==> config.mk <==
export PLATFORM = sky130hd
export DESIGN_NAME = video_pattern_gen
export DESIGN_NICKNAME = d
export VERILOG_FILES = /design/src/rtl/video_pattern_gen.sv
export SDC_FILE = /design/constraint.sdc
export NUM_CORES = 1
export LEC_CHECK = 0
export CORE_MARGIN = 2
export CORE_UTILIZATION = 35
export CTS_BUF_LIST = sky130_fd_sc_hd__clkbuf_8
export DETAILED_ROUTE_END_ITERATION = 8
export PLACE_DENSITY = 0.55
export SETUP_SLACK_MARGIN = 0.15
export SYNTH_ARGS = -nofsm -noshare
export SYNTH_HDL_FRONTEND = slang
export SYNTH_SLANG_ARGS = --single-unit
export TNS_END_PERCENT = 30
==> constraint.sdc <==
create_clock -name clk -period 5.35 [get_ports clk]
set_input_delay 1.605 -clock clk [delete_from_list [all_inputs] [get_ports clk]]
set_output_delay 1.605 -clock clk [all_outputs]
set_load 0.005 [all_outputs]
==> src/rtl/video_pattern_gen.sv <==
// Streaming test-pattern source: frames of H_ACTIVE x V_ACTIVE beats with tuser/tlast framing.
// Define VIDEO_PATTERN_GEN_HBLANK_EN to insert H_BLANK idle cycles between lines of a frame.
module video_pattern_gen #(
  parameter int D_WIDTH  = 8,
  parameter int H_ACTIVE = 8,
  parameter int V_ACTIVE = 4,
  parameter int H_BLANK  = 4
) (
  input  logic               clk,
  input  logic               rst,
  input  logic               enable,
  input  logic [1:0]         pattern_sel,
  output logic [D_WIDTH-1:0] down_data,
  output logic               down_valid,
  output logic               down_tlast,
  output logic               down_tuser,
  input  logic               down_ready,
  output logic [7:0]         frame_cnt,
  output logic               frame_done
);

  localparam int XW = (H_ACTIVE > 1) ? $clog2(H_ACTIVE) : 1;
  localparam int YW = (V_ACTIVE > 1) ? $clog2(V_ACTIVE) : 1;
  localparam logic [XW-1:0] X_LAST = XW'(H_ACTIVE - 1);
  localparam logic [YW-1:0] Y_LAST = YW'(V_ACTIVE - 1);

  if (H_ACTIVE < 2 || V_ACTIVE < 2 || H_BLANK < 0 || D_WIDTH < 1 || D_WIDTH > 32) begin : g_bad_param
    $error("video_pattern_gen: unsupported parameter set");
  end

`ifdef VIDEO_PATTERN_GEN_HBLANK_EN
  localparam int BW = (H_BLANK > 1) ? $clog2(H_BLANK) : 1;
  localparam logic [BW-1:0] B_LAST = BW'(H_BLANK - 1);
  typedef enum logic [1:0] {IDLE, ACTIVE, BLANK} state_t;
`else
  typedef enum logic [1:0] {IDLE, ACTIVE} state_t;
`endif

  state_t             state, state_next;
  logic [XW-1:0]      x, x_next;
  logic [YW-1:0]      y, y_next;
  logic [1:0]         pat, pat_next;
  logic [7:0]         fc_next;
  logic [D_WIDTH-1:0] data_next;
  logic               valid_next, tlast_next, tuser_next, done_next;
  logic               load;
`ifdef VIDEO_PATTERN_GEN_HBLANK_EN
  logic [BW-1:0]      blank_cnt, blank_next;
`endif

  function automatic logic [D_WIDTH-1:0] pixel(input logic [1:0]    sel,
                                               input logic [XW-1:0] px,
                                               input logic [YW-1:0] py,
                                               input logic [7:0]    fc);
    logic [31:0] sum;
    sum = '0;
    case (sel)
      2'd0:    sum = 32'(px);
      2'd1:    sum = 32'(py);
      2'd2:    sum = (px[0] ^ py[0]) ? '1 : '0;
      default: sum = 32'(px) + 32'(py) + 32'(fc);
    endcase
    return sum[D_WIDTH-1:0];
  endfunction

  // Outputs are computed for the coordinates the beat will carry (x_next/y_next)
  // so every output leaves a flop; 'load' marks a new beat being presented.
  always_comb begin
    state_next = state;
    x_next     = x;
    y_next     = y;
    pat_next   = pat;
    fc_next    = frame_cnt;
    data_next  = down_data;
    valid_next = down_valid;
    tlast_next = down_tlast;
    tuser_next = down_tuser;
    done_next  = 1'b0;
    load       = 1'b0;
`ifdef VIDEO_PATTERN_GEN_HBLANK_EN
    blank_next = blank_cnt;
`endif

    case (state)
      IDLE: begin
        if (enable) begin
          state_next = ACTIVE;
          x_next     = '0;
          y_next     = '0;
          pat_next   = pattern_sel;
          load       = 1'b1;
        end
      end

      ACTIVE: begin
        if (down_valid && down_ready) begin
          if (x == X_LAST) begin
            x_next = '0;
            if (y == Y_LAST) begin
              y_next    = '0;
              fc_next   = frame_cnt + 8'd1;
              done_next = 1'b1;
              if (enable) begin
                pat_next = pattern_sel;
                load     = 1'b1;
              end else begin
                state_next = IDLE;
                valid_next = 1'b0;
                tlast_next = 1'b0;
                tuser_next = 1'b0;
              end
            end else begin
              y_next = y + YW'(1);
`ifdef VIDEO_PATTERN_GEN_HBLANK_EN
              if (H_BLANK == 0) begin
                load = 1'b1;
              end else begin
                state_next = BLANK;
                blank_next = '0;
                valid_next = 1'b0;
                tlast_next = 1'b0;
              end
`else
              load = 1'b1;
`endif
            end
          end else begin
            x_next = x + XW'(1);
            load   = 1'b1;
          end
        end
      end

`ifdef VIDEO_PATTERN_GEN_HBLANK_EN
      BLANK: begin
        blank_next = blank_cnt + BW'(1);
        if (blank_cnt == B_LAST) begin
          state_next = ACTIVE;
          load       = 1'b1;
        end
      end
`endif

      default: state_next = IDLE;
    endcase

    if (load) begin
      valid_next = 1'b1;
      data_next  = pixel(pat_next, x_next, y_next, fc_next);
      tlast_next = (x_next == X_LAST);
      tuser_next = (x_next == '0) && (y_next == '0);
    end
  end

  always_ff @(posedge clk or negedge rst) begin
    if (!rst) begin
      state      <= IDLE;
      x          <= '0;
      y          <= '0;
      pat        <= '0;
      frame_cnt  <= '0;
      down_data  <= '0;
      down_valid <= 1'b0;
      down_tlast <= 1'b0;
      down_tuser <= 1'b0;
      frame_done <= 1'b0;
`ifdef VIDEO_PATTERN_GEN_HBLANK_EN
      blank_cnt  <= '0;
`endif
    end else begin
      state      <= state_next;
      x          <= x_next;
      y          <= y_next;
      pat        <= pat_next;
      frame_cnt  <= fc_next;
      down_data  <= data_next;
      down_valid <= valid_next;
      down_tlast <= tlast_next;
      down_tuser <= tuser_next;
      frame_done <= done_next;
`ifdef VIDEO_PATTERN_GEN_HBLANK_EN
      blank_cnt  <= blank_next;
`endif
    end
  end

endmodule

==> flow_summary.json <==
{
  "critPathKind": "in2reg",
  "postCtsSetupBuffers": 0,
  "layout_setup_ws_ns": 0.575,
  "wirelength_um": 3830,
  "syn_nets": 183,
  "die_w_um": 73.7,
  "startpoint": "down_ready",
  "slew_violations": 0,
  "finalHoldViolations": 0,
  "path_cells": "clkdlybuf4s50_1 > and3_1 > and3_1 > mux2_2 > fa_1 > ha_1 > fa_1 > a21oi_1 > nor3_1 > or3b_1 > a31oi_1",
  "dieArea_um2": 5440,
  "cts_tree": "yes",
  "antenna_found_initial": 0,
  "post_synth_num_cell_types": 51,
  "grt_max_degree": 29,
  "firstDrtPassIters": 4,
  "pre_cts_ws_ns": 0.276,
  "worst_clock_skew_ns": 0.00280,
  "end_kind": "flip-flop",
  "fp.dieH_um": 73.7,
  "globalplace.congestion": 0.808,
  "num_io_pins": 26,
  "ctsHtreeMaxLevel": 1,
  "layout_min_cycle_time_ns": 4.78,
  "total_power_mw": 0.821,
  "hold_path.class": "reg2reg",
  "cap_violations": 0,
  "syn_area_per_cell_um2": 10.4,
  "clock_latency_ns": 0.28,
  "cts_hold_buf": 0,
  "path_max_fanout": 6,
  "track_usage": 0.156,
  "syn_inst": 164,
  "peakVddDrop_v": 0.000201,
  "seq_area_um2": 701,
  "grt_pass1_wl_um": 6390,
  "switching_power_mw": 0.283,
  "cellPowerDensity_nw_per_um2": 395,
  "ys_ff_latch": 28,
  "drt-initial-drc-count": 71,
  "multiInputGateArea_um2": 960,
  "clk_pin_slew_ns": 0.10,
  "p_int_mw": 0.538,
  "syn_area_um2": 1700,
  "crit_required_ns": 5.56,
  "clockRootBuffer": "clkbuf_8",
  "cts_buffers": 3,
  "outcome": "complete, no violations",
  "power_frac_comb": 0.423,
  "async_flop_share": 1.00,
  "yosys_warnings": 0,
  "first_global_vias": 1309,
  "utilization": 0.443,
  "grt_overflow": 0,
  "n_antenna_cell": 0,
  "min_period_over_period": 0.893,
  "slew_headroom": 0.446,
  "r2r_start": "x[0]",
  "ys_seq_area_frac": 0.412,
  "fillers": 452,
  "crit_arrival_ns": 4.98,
  "syn2layout_area_growth_pct": 22.2,
  "drt_drc_violations_left": 0,
  "cts_buffer_depth": 2,
  "vias_per_cell": 5.38,
  "rsz0062_at_grt": "no",
  "fin_setup_tns_ns": 0,
  "clock_sinks": 28,
  "nets": 212,
  "p_leak_nw": 0.950,
  "floorplan.rows": 25,
  "synth_edf_count": 0,
  "switching_share": 0.345,
  "cpPeakStageDelay_ns": 0.58,
  "worstHoldStart": "down_data[6]",
  "worst_pin_slew_ns": 0.825,
  "hold_ws_ns": 0.502,
  "io_buffer_count": 25,
  "start_util": 0.363,
  "crit_slowest_cell": "clkdlybuf4s50_1",
  "drive_above_1_share": 0.109,
  "clockPowerShare": 0.204,
  "cts_resized": 0,
  "place_hpwl_um": 2950,
  "finalSetupViolations": 0,
  "synth_ff_type": "dfrtp_1",
  "post_drt_wl_per_cell_um": 15.6,
  "clock.fmax_ghz": 0.209,
  "num_vias": 1324,
  "p_seq_frac": 0.373,
  "drtAntennaViolNets": 0,
  "core_region_area_um2": 4690,
  "start_kind": "input port"
}
==> final cells by class <==
type,count,share of cell area
multi-input cells,129,0.461
flip-flops and latches,28,0.337
clock buffers,3,0.0199
repair buffers,27,0.128
clock inverters,1,0.0144
inverters,4,0.00722
well taps,54,0.0325
==> layer usage <==
layer | up-vias | track usage | part of all wire
li1 | 651 | - | -
met1 | 639 | 0.219 | 0.49
met2 | 29 | 0.240 | 0.46
met3 | 5 | 0.0233 | 0.032
met4 | 0 | 0.0606 | 0.016
met5 | - | 0 | 0
==> layout by cell type (no fill, tap or decap), drive strengths merged, types with 4 or more instances in the layout <==
cell type | netlist | routed
nand3 | 11 | 11
ha | 11 | 11
clkdlybuf4s50 | 0 | 25
a21oi | 5 | 5
dfrtp | 28 | 28
nand2 | 22 | 22
mux2i | 4 | 4
o21ai | 5 | 5
a31oi | 4 | 4
xnor2 | 7 | 7
and3 | 4 | 4
inv | 4 | 4
nor2 | 8 | 8
==> metrics by stage <==
step           instances  area, µm²
6_report             246       2080
5_1_grt              246       2080
4_1_cts              246       2080
3_5_place_dp         242       2010
3_3_place_gp         242       2010
2_1_floorplan        164       1700
==> synthesized netlist by cell type, types with 2 or more instances <==
library cell | count | area, µm²
nor2_1 | 8 | 30.0
fa_1 | 2 | 40.0
xor2_1 | 3 | 26.3
o21ai_1 | 2 | 10.0
a21o_1 | 2 | 15.0
ha_1 | 11 | 138
nand4_1 | 3 | 18.8
nor3b_1 | 2 | 15.0
inv_1 | 4 | 15.0
a21oi_1 | 5 | 25.0
a22o_1 | 2 | 17.5
a31oi_1 | 4 | 25.0
nand2b_1 | 2 | 12.5
nand3_1 | 10 | 50.1
nand2_1 | 22 | 82.6
buf_6 | 2 | 22.5
and3_1 | 3 | 18.8
xnor2_1 | 6 | 52.6
mux2i_1 | 4 | 40.0
o21ai_0 | 2 | 10.0
o21a_1 | 3 | 22.5
nor2b_1 | 2 | 12.5
nor3_1 | 3 | 15.0
dfrtp_1 | 28 | 701
mux2_2 | 3 | 33.8
==> power groups by stage <==
stage,combinational [mW],sequential (mW),clock [mW]
after floorplan,0.203,0.306,0
after global placement,0.340,0.308,0
after detailed placement,0.343,0.311,0
after CTS,0.348,0.307,0.173
after global routing,0.383,0.315,0.184
final,0.347,0.306,0.168
==> registers in the layout, summed over array words and instances, names as in the netlist <==
name / cells
down_data: 8
frame_cnt: 8
x: 3
pat: 2
y: 2
down_tlast: 1
down_tuser: 1
down_valid: 1
frame_done: 1
state: 1
==> worst paths after layout <==
check | slack, ns | end | depth (start not counted)
worst max-delay path | 0.57 | down_data[5] | 11
worst min-delay path | 0.50 | down_data[6] | 2
worst max register to register | 1.60 | down_data[5] | 14
max in group asynchronous | 3.38 | frame_cnt[4] | 2
worst min register to register | 0.50 | down_data[6] | 2
min in group asynchronous | 1.71 | down_valid | 2
==> cell families (layout without fill, tap and decap cells) <==
logic type / after synthesis / in the layout / synth area share
buffers and inverters: 7 / 35 / 0.0243
adders and majority gates: 13 / 13 / 0.104
DFF: 28 / 28 / 0.412
muxes: 7 / 7 / 0.0434
xor gates and xnor gates: 10 / 10 / 0.0559
AOI/OAI and AO/OA: 33 / 33 / 0.149
and+or+nand+nor: 66 / 66 / 0.212
==> critical path: cells and delay by family <==
kind | cells | cell delay, ns
buffers and inverters | 1 | 0.58
AND/OR/NAND/NOR | 4 | 0.90
adder cells (fa/ha/maj) | 3 | 1.13
AO/OA/AOI/OAI | 2 | 0.39
multiplexers | 1 | 0.38
No activity file was read; power rests on OpenSTA's default activity.
